<file path="src/rtl/avalon_pkg.sv">
// avalon_pkg: shared types and defaults for the Avalon-MM initiator.
// FSM states, response codes and default limits.
package avalon_pkg;

  typedef enum logic [2:0] {
    IDLE,
    WR_DATA,
    WR_RESP,
    RD_REQ,
    RD_DATA,
    ERR
  } state_t;

  typedef logic [1:0] resp_t;

  localparam resp_t RESP_OKAY   = 2'b00;
  localparam resp_t RESP_RSVD   = 2'b01;
  localparam resp_t RESP_SLVERR = 2'b10;
  localparam resp_t RESP_DECERR = 2'b11;

  localparam int MAX_BURST_DEF = 784;
  localparam int TIMEOUT_DEF   = 1023;

endpackage

</file>
<file path="src/rtl/avalon_mm_master_if.sv">
// avalon_mm_master_if: Avalon-MM bus between initiator and slave.
// Bus signals only; clock and reset stay plain ports.
interface avalon_mm_master_if
  import avalon_pkg::*;
#(
  parameter int ADDR_W = 11,
  parameter int DATA_W = 32,
  parameter int BCNT_W = 10
) ();

  logic [ADDR_W-1:0] address;
  logic              read;
  logic              write;
  logic              beginbursttransfer;
  logic [BCNT_W-1:0] burstcount;
  logic [DATA_W-1:0] writedata;
  logic              waitrequest;
  logic [DATA_W-1:0] readdata;
  logic              readdatavalid;
  resp_t             response;
  logic              writeresponsevalid;

  modport master (
    output address, read, write,
    output beginbursttransfer, burstcount,
    output writedata,
    input  waitrequest, readdata,
    input  readdatavalid, response,
    input  writeresponsevalid
  );

  modport slave (
    input  address, read, write,
    input  beginbursttransfer, burstcount,
    input  writedata,
    output waitrequest, readdata,
    output readdatavalid, response,
    output writeresponsevalid
  );

endinterface

</file>
<file path="src/rtl/avalon_beat_counter.sv">
// avalon_beat_counter: remaining-beat counter for one command.
// Loaded on accept, decremented per beat, flags the final beat.
module avalon_beat_counter #(
  parameter int W = 10
) (
  input  logic         clk,
  input  logic         n_rst,
  input  logic         load,
  input  logic         beat,
  input  logic [W-1:0] len,
  output logic         last
);

  logic [W-1:0] cnt;

  always_ff @(posedge clk or negedge n_rst) begin
    if (!n_rst) begin
      cnt <= '0;
    end else if (load) begin
      cnt <= len;
    end else if (beat && cnt != '0) begin
      cnt <= cnt - 1'b1;
    end
  end

  assign last = (cnt == W'(1));

endmodule

</file>
<file path="src/rtl/avalon_mm_master.sv">
// avalon_mm_master: Avalon-MM initiator turning local commands
// into single and burst read/write transactions.
module avalon_mm_master
  import avalon_pkg::*;
#(
  parameter int ADDR_W    = 11,
  parameter int DATA_W    = 32,
  parameter int BCNT_W    = 10,
  parameter int MAX_BURST = MAX_BURST_DEF,
  parameter int TIMEOUT   = TIMEOUT_DEF
) (
  input  logic              clk,
  input  logic              n_rst,
  input  logic              cmd_valid,
  output logic              cmd_ready,
  input  logic              cmd_write,
  input  logic [ADDR_W-1:0] cmd_addr,
  input  logic [BCNT_W-1:0] cmd_len,
  input  logic [DATA_W-1:0] wr_data,
  input  logic              wr_valid,
  output logic              wr_ready,
  output logic [DATA_W-1:0] rd_data,
  output logic              rd_valid,
  output logic              done,
  output resp_t             status,
  output logic              timeout_err,
  avalon_mm_master_if.master bus
);

  localparam int TW = $clog2(TIMEOUT + 1);

  state_t        state, state_nx;
  logic          accept, len_ok, active;
  logic          progress, expire;
  logic          wr_beat, rd_beat, last;
  logic [TW-1:0] tcnt;

  assign len_ok = (cmd_len != '0) &&
                  (int'(cmd_len) <= MAX_BURST);
  assign active = state inside
                  {WR_DATA, WR_RESP, RD_REQ, RD_DATA};
  assign wr_ready = bus.write && !bus.waitrequest;

  avalon_beat_counter #(.W(BCNT_W)) u_cnt (
    .clk  (clk),
    .n_rst(n_rst),
    .load (accept),
    .beat (wr_beat | rd_beat),
    .len  (cmd_len),
    .last (last)
  );

  always_ff @(posedge clk or negedge n_rst) begin
    if (!n_rst) state <= IDLE;
    else        state <= state_nx;
  end

  always_comb begin
    state_nx      = state;
    cmd_ready     = 1'b0;
    accept        = 1'b0;
    wr_beat       = 1'b0;
    rd_beat       = 1'b0;
    progress      = 1'b0;
    bus.write     = 1'b0;
    bus.writedata = '0;
    unique case (state)
      IDLE: begin
        // done is a pulse in IDLE; hold off the next command one cycle
        cmd_ready = !done;
        accept    = cmd_valid && !done;
        if (accept) begin
          if (!len_ok)        state_nx = ERR;
          else if (cmd_write) state_nx = WR_DATA;
          else                state_nx = RD_REQ;
        end
      end
      WR_DATA: begin
        bus.write     = wr_valid;
        bus.writedata = wr_data;
        wr_beat       = wr_valid && !bus.waitrequest;
        progress      = wr_beat;
        if (wr_beat && last) state_nx = WR_RESP;
      end
      WR_RESP: begin
        progress = bus.writeresponsevalid;
        if (progress) state_nx = IDLE;
      end
      RD_REQ: begin
        progress = bus.read && !bus.waitrequest;
        if (progress) state_nx = RD_DATA;
      end
      RD_DATA: begin
        rd_beat  = bus.readdatavalid;
        progress = rd_beat;
        if (rd_beat && last) state_nx = IDLE;
      end
      ERR:     state_nx = IDLE;
      default: state_nx = IDLE;
    endcase
    expire = active && !progress &&
             (tcnt == TW'(TIMEOUT - 1));
    if (expire) state_nx = IDLE;
  end

  always_ff @(posedge clk or negedge n_rst) begin
    if (!n_rst) begin
      bus.address            <= '0;
      bus.burstcount         <= '0;
      bus.beginbursttransfer <= 1'b0;
      bus.read               <= 1'b0;
      rd_data                <= '0;
      rd_valid               <= 1'b0;
      done                   <= 1'b0;
      status                 <= RESP_OKAY;
      timeout_err            <= 1'b0;
      tcnt                   <= '0;
    end else begin
      bus.beginbursttransfer <= 1'b0;
      rd_valid               <= rd_beat;
      done                   <= 1'b0;
      timeout_err            <= 1'b0;
      if (accept) begin
        status <= RESP_OKAY;
        if (len_ok) begin
          bus.address            <= cmd_addr;
          bus.burstcount         <= cmd_len;
          bus.beginbursttransfer <= cmd_len > BCNT_W'(1);
          bus.read               <= !cmd_write;
        end
      end
      if (accept || progress) tcnt <= '0;
      else if (active)        tcnt <= tcnt + 1'b1;
      if (rd_beat) rd_data <= bus.readdata;
      if (state == RD_REQ && progress) bus.read <= 1'b0;
      // only the first non-OKAY response sticks
      if ((rd_beat || (state == WR_RESP && progress)) &&
          status == RESP_OKAY)
        status <= bus.response;
      if ((rd_beat && last) ||
          (state == WR_RESP && progress))
        done <= 1'b1;
      if (state == ERR) begin
        done   <= 1'b1;
        status <= RESP_DECERR;
      end
      if (expire) begin
        done        <= 1'b1;
        timeout_err <= 1'b1;
        bus.read    <= 1'b0;
      end
    end
  end

endmodule
</file>
<file path="src/flat_wrapper.sv">
// flat-port wrapper written by rule: the top's interface ports become plain ports
module avalon_mm_master_flat import avalon_pkg::*;
#(
  parameter int ADDR_W    = 11,
  parameter int DATA_W    = 32,
  parameter int BCNT_W    = 10,
  parameter int MAX_BURST = MAX_BURST_DEF,
  parameter int TIMEOUT   = TIMEOUT_DEF
)
  (clk, n_rst, cmd_valid, cmd_ready, cmd_write, cmd_addr, cmd_len, wr_data, wr_valid, wr_ready, rd_data, rd_valid, done, status, timeout_err, bus_address, bus_read, bus_write, bus_beginbursttransfer, bus_burstcount, bus_writedata, bus_waitrequest, bus_readdata, bus_readdatavalid, bus_response, bus_writeresponsevalid);
  avalon_mm_master_if #(.ADDR_W(ADDR_W), .DATA_W(DATA_W), .BCNT_W(BCNT_W)) bus_i ();
  input  logic clk;
  input  logic n_rst;
  input  logic cmd_valid;
  output logic cmd_ready;
  input  logic cmd_write;
  input  logic [ADDR_W-1:0] cmd_addr;
  input  logic [BCNT_W-1:0] cmd_len;
  input  logic [DATA_W-1:0] wr_data;
  input  logic wr_valid;
  output logic wr_ready;
  output logic [DATA_W-1:0] rd_data;
  output logic rd_valid;
  output logic done;
  output resp_t status;
  output logic timeout_err;
  output wire logic [$bits(bus_i.address)-1:0] bus_address;
  output wire logic [$bits(bus_i.read)-1:0] bus_read;
  output wire logic [$bits(bus_i.write)-1:0] bus_write;
  output wire logic [$bits(bus_i.beginbursttransfer)-1:0] bus_beginbursttransfer;
  output wire logic [$bits(bus_i.burstcount)-1:0] bus_burstcount;
  output wire logic [$bits(bus_i.writedata)-1:0] bus_writedata;
  input wire logic [$bits(bus_i.waitrequest)-1:0] bus_waitrequest;
  input wire logic [$bits(bus_i.readdata)-1:0] bus_readdata;
  input wire logic [$bits(bus_i.readdatavalid)-1:0] bus_readdatavalid;
  input wire logic [$bits(bus_i.response)-1:0] bus_response;
  input wire logic [$bits(bus_i.writeresponsevalid)-1:0] bus_writeresponsevalid;
  assign bus_address = bus_i.address;
  assign bus_read = bus_i.read;
  assign bus_write = bus_i.write;
  assign bus_beginbursttransfer = bus_i.beginbursttransfer;
  assign bus_burstcount = bus_i.burstcount;
  assign bus_writedata = bus_i.writedata;
  assign bus_i.waitrequest = bus_waitrequest;
  assign bus_i.readdata = bus_readdata;
  assign bus_i.readdatavalid = bus_readdatavalid;
  assign bus_i.response = bus_response;
  assign bus_i.writeresponsevalid = bus_writeresponsevalid;
  avalon_mm_master #(.ADDR_W(ADDR_W), .DATA_W(DATA_W), .BCNT_W(BCNT_W), .MAX_BURST(MAX_BURST), .TIMEOUT(TIMEOUT)) u_core (.clk(clk), .n_rst(n_rst), .cmd_valid(cmd_valid), .cmd_ready(cmd_ready), .cmd_write(cmd_write), .cmd_addr(cmd_addr), .cmd_len(cmd_len), .wr_data(wr_data), .wr_valid(wr_valid), .wr_ready(wr_ready), .rd_data(rd_data), .rd_valid(rd_valid), .done(done), .status(status), .timeout_err(timeout_err), .bus(bus_i));
endmodule
</file>
<file path="config.mk">
export PLATFORM = sky130hd
export DESIGN_NAME = avalon_mm_master_flat
export DESIGN_NICKNAME = d
export VERILOG_FILES = /design/src/rtl/avalon_pkg.sv /design/src/rtl/avalon_mm_master_if.sv /design/src/rtl/avalon_beat_counter.sv /design/src/rtl/avalon_mm_master.sv /design/src/flat_wrapper.sv
export SDC_FILE = /design/constraint.sdc
export NUM_CORES = 1
export LEC_CHECK = 0
export ABC_AREA = 1
export CAP_MARGIN = 0
export CORE_AREA = 2 2 104 106
export CTS_CLUSTER_SIZE = 12
export DETAILED_ROUTE_END_ITERATION = 12
export DIE_AREA = 0 0 106 108
export MAX_ROUTING_LAYER = met4
export PLACE_DENSITY = 0.76
export SLEW_MARGIN = 20
export SYNTH_ARGS = -nofsm -noshare
export SYNTH_HDL_FRONTEND = slang
export SYNTH_SLANG_ARGS = --single-unit
</file>
<file path="constraint.sdc">
create_clock -name clk -period 1.6 [get_ports clk]
set_input_delay 0.32 -clock clk [delete_from_list [all_inputs] [get_ports clk]]
set_output_delay 0.32 -clock clk [all_outputs]
set_load 0.02 [all_outputs]
</file>
==> run_results.csv, run 1 <==
group,metric,value,unit
synthesis,synth_ff_type,"dfrtp_1",
worst_setup_path,cp_top_family,"flip-flops",
power_and_ir_drop,vdd_drop_max,0.00105,V
drt,drt_first_pass_iters,5,
place,dp.cells,920,
cells_and_area,fin_cells,962,
synthesis,yosysSeqAreaShare,0.489,
drt,dr_total_vias,4725,
synthesis,syn_avg_cell_area,7.63,µm²
clock_network,cts-buffers-inserted,9,
timing,fmax,0.566,GHz
worst_setup_path,crit_chain,"buf_6, nor2_4, nand2_4, buf_4, nor2_4, buf_6",
worst_setup_path,cp_max_fo,4,
power_and_ir_drop,p_leak,4.08,nW
synthesis,synthArstFlopShare,1.00,
synthesis,synth_area,4250,µm²
clock_network,cts.sinks,83,
worst_setup_path,slowest_stage,"dfrtp_1",
job,max-cap-violations,0,
worst_setup_path,crit_buf_inv,3,
synthesis,ys_types,35,
worst_setup_path,cp-start-kind,"flop",
global_routing,grtUsageTotal,0.241,
floorplan,start_util,0.415,
status,status,"complete, but fails checks",
timing,relSlewSlack,0.720,
global_routing,antenna_found_initial,0,
place,dp_hpwl,10.0,mm
cells_and_area,nNetsFinal,922,
timing,report.final.slew_viol_count,0,
floorplan,die_y,108,µm
synthesis,yosysMostFrequentCell,"nand2_1",
cells_and_area,drive_gt1_frac,0.315,
timing,post-route-period-util,1.10,
status,violations,"negative setup slack",
timing,worstMarginPinSlew,0.419,ns
clock_network,cts_root_buf,"clkbuf_8",
timing,min_period,1.77,ns
clock_network,clk_latency,0.35,ns
synthesis,yosys-top-cells-area,"dfrtp_1, nand2_1, nor2_1",
floorplan,rows,37,
clock_network,path_clk_slew,0.08,ns
worst_setup_path,setup.worst_path.end_class,"primary output",
floorplan,core,10200,µm²
floorplan,dieArea,11400,µm²
drt,wirelength,15.2,mm
clock_network,cts_buffer_depth,2,
synthesis,synth_nets,657,
timing,hold_viol,0,
global_routing,grt_pass1_vias,4469,
synthesis,synth-edff-count,0,
drt,wl_per_cell,15.8,µm
cells_and_area,nFillCells,736,
timing,finalSetupViolCount,107,
cells_and_area,utilization,0.748,
cells_and_area,antenna_cells,0,
timing,rsz0062_at_grt,"true",
cells_and_area,syn_to_final_growth,80.3,%
global_routing,grt_first_pass_wirelength,21.4,mm
drt,drc,0,
timing,tns,-11.35,ns
synthesis,syn_inst,557,
worst_setup_path,max_stage_delay,0.41,ns
worst_setup_path,crit_type,"reg2out",
synthesis,ys_top_cells_by_count,"nand2_1, dfrtp_1, nor2_1, inv_1, nand3_1",
drt,via_per_inst,4.91,
synthesis,synth_seq_cells,83,
place,io_buffers,189,
global_routing,grt_max_degree,37,
power_and_ir_drop,power_density,1600,nW/µm²
timing,skew,0.0110,ns
synthesis,yosysTopAreaCellShare,0.489,
clock_network,cts_max_level,3,
clock_network,tritoncts,"built",
synthesis,yosysTopAreaCell,"dfrtp_1",
timing,final.setup.worst_slack,-0.167,ns
global_routing,overflow,0,
min_path,min_path_type,"in2async",
worst_setup_path,required,1.28,ns
timing,hold_slack,0.456,ns
floorplan,die_w,106,µm
drt,drt-initial-drc-count,277,
synthesis,yosysWarnings,0,
place,place_congestion,0.946,
drt,drtAntennaViolNets,0,
worst_setup_path,arrival,1.45,ns
floorplan,top_level_ports,190,
logic make-up (layout without fill, tap and decap cells):
group,after synthesis,in the layout,synth area share
DFF,83,83,0.489
xor gates and xnor gates,9,9,0.0186
AOI/OAI and AO/OA,33,33,0.0504
buffers and inverters,85,353,0.0822
and+or+nand+nor,342,343,0.345
adders and majority gates,5,5,0.0147
report_power, final:
part	switching (mW)	internal, mW	total [mW]
clock network	0.747	0.718	1.46
logic	4.10	3.13	7.23
registers	0.594	2.96	3.56
total	5.44	6.81	12.2
metrics by stage:
stage / setup WS [ns] / power, mW / cell area [µm²]
floorplan: -0.0297 / 6.78 / 4250
global placement: -0.293 / 9.71 / 6720
detailed placement: -0.353 / 9.86 / 6720
CTS: -0.154 / 11.2 / 6980
global route: -0.240 / 13.0 / 7660
finish: -0.167 / 12.2 / 7660
timing repair:
action	in CTS	in global routing
hold endpoints to repair	26	0
pin swaps	9	54
resized for setup	266	148
setup buffers	8	7
hold buffers	1	0
endpoints found under the setup margin	141	116
cloned	4	7
per-layer routing:
layer,global-route usage,part of all wire,vias up
met5,-,0,-
met4,0.0912,0.020,0
met3,0.0380,0.051,26
met2,0.384,0.52,159
met1,0.312,0.41,2293
li1,-,-,2247
final cells by class:
cell class	count	area [µm²]	share of cell area
Timing Repair inverter	3	32.5	0.00425
Timing Repair Buffer	265	2620	0.342
Tap cell	136	170	0.0222
Inverter	70	289	0.0377
Clock buffer	11	131	0.0172
Clock inverter	4	52.6	0.00686
Sequential cell	83	2080	0.271
Multi-Input combinational cell	390	2290	0.299
worst reg2reg max path: stages (launching register included):
cell	delay, ns
dfrtp_1	0.41
buf_6	0.14
nor2_4	0.15
nand2_4	0.07
buf_6	0.12
nor2_4	0.15
buf_12	0.13
nand3_4	0.16
buf_12	0.21
inv_12	0.07
nand2_2	0.05
nand2_2	0.06
registers in the layout, indices dropped and copies added, names as in the netlist, 2 cells and up:
name and flops:
u_core.bus.address 11, u_core.bus.burstcount 10, u_core.rd_data 32, u_core.state 3, u_core.status 2, u_core.tcnt 10, u_core.u_cnt.cnt 10
path summary, 6_finish.rpt:
kind,endpoint,slack [ns],cells past startpoint,from
max,cmd_ready,-0.17,6,u_core.state[1]$_DFFE_PN0P_
min reg2reg,u_core.bus.address[0]$_DFFE_PN0P_,0.48,2,u_core.bus.address[0]$_DFFE_PN0P_
min in group clk,u_core.bus.address[0]$_DFFE_PN0P_,0.48,2,u_core.bus.address[0]$_DFFE_PN0P_
max in group asynchronous,u_core.rd_data[15]$_DFFE_PN0P_,0.64,3,n_rst
max reg2reg,u_core.bus.burstcount[9]$_DFFE_PN0P_,-0.16,11,u_core.state[1]$_DFFE_PN0P_
min,u_core.bus.address[10]$_DFFE_PN0P_,0.46,2,n_rst
cells in the final DEF, fill, tap and decap left out, types with 4 or more instances in the layout:
master and instances:
ha_1 5, xor2_1 7, nand2_4 26, buf_12 11, a21oi_1 4, nand2_1 156
clkbuf_8 9, nand3_2 9, dlygate4sd2_1 60, dfrtp_1 82, nand3_4 4, buf_6 22
inv_1 62, clkdlybuf4s50_1 93, nor3_1 5, nor2_2 16, nor2_4 8, o21ai_1 7
nand2_2 45, buf_4 72, nand4_1 6, inv_2 4, nor2_1 47, clkbuf_16 4
o211ai_1 7, o21ai_2 4, a21oi_2 4, nand3_1 14
(Power assumes the default switching activity.)
==> run 2, diff against run 1 <==
- CORE_AREA: 2 2 104 106 -> 2 2 120 93
- DIE_AREA: 0 0 106 108 -> 0 0 122 95
==> run 2 against run 1 <==
  * The run still ends with negative setup slack left
  * Sequential power barely moved
  * Via count fell by 5.9%
  * Clock skew decreased by 0.0022 ns
  * Critical path depth is the same
  * Hold slack got worse by 0.018 ns
  * Final cell count fell by 1.0%
  * Global-route usage down 0.12 points
  * Clock power up 37%
  * Clock-buffer cell count fell by 1
  * Combinational power shrank 8.3%
  * Wire length shrank 8.9%
==> run_results.csv, run 2 (synthesis results as in run 1) <==
group,metric,value,unit
status,status,"complete, but fails checks",
status,violations,"negative setup slack",
drt,dr_total_vias,4444,
clock_network,tritoncts,"built",
job,max-cap-violations,0,
global_routing,grt_pass1_vias,4387,
global_routing,overflow,0,
clock_network,cts-buffers-inserted,9,
worst_setup_path,required,1.28,ns
floorplan,die_y,95,µm
worst_setup_path,crit_type,"reg2out",
worst_setup_path,worstRegToRegCells,10,
cells_and_area,syn_to_final_growth,69.5,%
min_path,min_path_type,"in2async",
worst_setup_path,rr_endpoint,"u_core.tcnt[6]$_DFFE_PN0P_",
worst_setup_path,rrSetupSlack,-0.09,ns
drt,drt-initial-drc-count,297,
worst_setup_path,r2r-start,"u_core.state[0]$_DFFE_PN0P_",
cells_and_area,multi_input_area,2020,µm²
timing,final.setup.worst_slack,-0.110,ns
worst_setup_path,arrival,1.39,ns
cells_and_area,final_cell_mix,"nand2_1, clkdlybuf4s50_1, dfrtp_1, buf_4, inv_1",
timing,report.final.slew_viol_count,0,
place,place_congestion,0.878,
cells_and_area,stdcell_area,7200,µm²
clock_network,cts_root_buf,"clkbuf_16",
cells_and_area,seqCellArea,2080,µm²
place,io_buffers,189,
cells_and_area,nFillCells,837,
cells_and_area,drive_gt1_frac,0.233,
clock_network,clk_latency,0.34,ns
global_routing,grt_max_degree,35,
drt,drt_first_pass_iters,4,
floorplan,die_w,122,µm
power_and_ir_drop,p_leak,3.80,nW
floorplan,core,10500,µm²
clock_network,cts.sinks,83,
clock_network,cts_buffer_depth,2,
drt,via_per_inst,4.67,
place,dp_hpwl,10.1,mm
timing,hold_viol,0,
worst_setup_path,cp-start-kind,"flop",
timing,hold_slack,0.438,ns
worst_setup_path,setup.worst_path.end_class,"primary output",
drt,wirelength,13.9,mm
power_and_ir_drop,vdd_drop_max,0.00102,V
global_routing,grtUsageTotal,0.239,
clock_network,cts_max_level,3,
timing,rsz0062_at_grt,"true",
drt,drtAntennaViolNets,0,
drt,wl_per_cell,14.6,µm
cells_and_area,largest_reg_flops,32,
cells_and_area,top_register,"u_core.rd_data",
floorplan,rows,33,
cells_and_area,antenna_cells,0,
drt,drc,0,
place,placed_cell_area,6700,µm²
floorplan,start_util,0.403,
cells_and_area,top_regs,"u_core.rd_data x32, u_core.bus.address x11",
timing,fmax,0.585,GHz
cells_and_area,utilization,0.684,
timing,worstMarginPinSlew,0.414,ns
cells_and_area,final_common_cell,"nand2_1",
timing,relSlewSlack,0.724,
timing,skew,0.00882,ns
cells_and_area,nNetsFinal,907,
power_and_ir_drop,power_density,1690,nW/µm²
global_routing,grt_first_pass_wirelength,21.1,mm
timing,finalSetupViolCount,79,
floorplan,top_level_ports,190,
timing,post-route-period-util,1.07,
clock_network,path_clk_slew,0.07,ns
floorplan,dieArea,11600,µm²
worst_setup_path,cp_max_fo,3,
global_routing,antenna_found_initial,0,
timing,min_period,1.71,ns
[run 2: stage by stage]
stage	worst slack, ns	TNS (ns)	instances	total power, mW
after global placement	-0.304	-18.04	924	9.75
after floorplan	-0.0297	-0.890	557	6.78
final	-0.110	-5.09	952	12.2
after CTS	-0.0902	-4.76	945	11.6
after global routing	-0.217	-13.31	952	13.0
after detailed placement	-0.330	-20.78	924	9.92
[run 2: critical path, stage by stage, from the launching register on]
cell	delay, ns
dfrtp_1	0.42
buf_6	0.14
nor2_4	0.11
nand2_4	0.06
buf_4	0.14
nor2_4	0.07
buf_6	0.12
[run 2: layout make-up]
type,count,area share
clock inverters,6,0.00643
repair inverters,1,0.00104
flip-flops and latches,83,0.288
clock buffers,10,0.0332
inverters,70,0.0381
well taps,140,0.0243
multi-input cells,390,0.281
repair buffers,252,0.328
[run 2: power by group]
group          switching, mW  internal, mW
Clock                  0.898          1.11
Combinational           3.78          2.85
Sequential             0.600          2.96
[run 2: repair_timing]
item	4_1_cts	5_1_grt
endpoints found under the hold margin	28	0
buffers inserted	2	6
resized for setup	253	64
pin swaps	4	16
endpoints found under the setup margin	142	102
cloned	2	1
hold buffers	1	0
[run 2: how the worst max path moves through the flow]
stage / startpoint / end / slack (ns) / depth (start not counted)
2_1_floorplan: u_core.state[2]$_DFFE_PN0P_ / bus_writedata[10] / -0.03 / 5
3_3_place_gp: wr_valid / wr_ready / -0.30 / 4
3_5_place_dp: cmd_len[7] / u_core.bus.address[8]$_DFFE_PN0P_ / -0.33 / 9
4_1_cts: u_core.state[1]$_DFFE_PN0P_ / bus_writedata[26] / -0.09 / 5
5_1_grt: u_core.state[0]$_DFFE_PN0P_ / u_core.u_cnt.cnt[1]$_DFFE_PN0P_ / -0.22 / 9
6_report: u_core.state[0]$_DFFE_PN0P_ / cmd_ready / -0.11 / 6
[run 2: metal layers]
metal / global-route usage / share of wire / routed length [µm] / vias up
li1: - / - / - / 2217
met1: 0.309 / 0.44 / 6050 / 2078
met2: 0.370 / 0.49 / 6790 / 128
met3: 0.0737 / 0.059 / 816 / 21
met4: 0.0603 / 0.015 / 215 / 0
met5: - / 0 / 0 / -
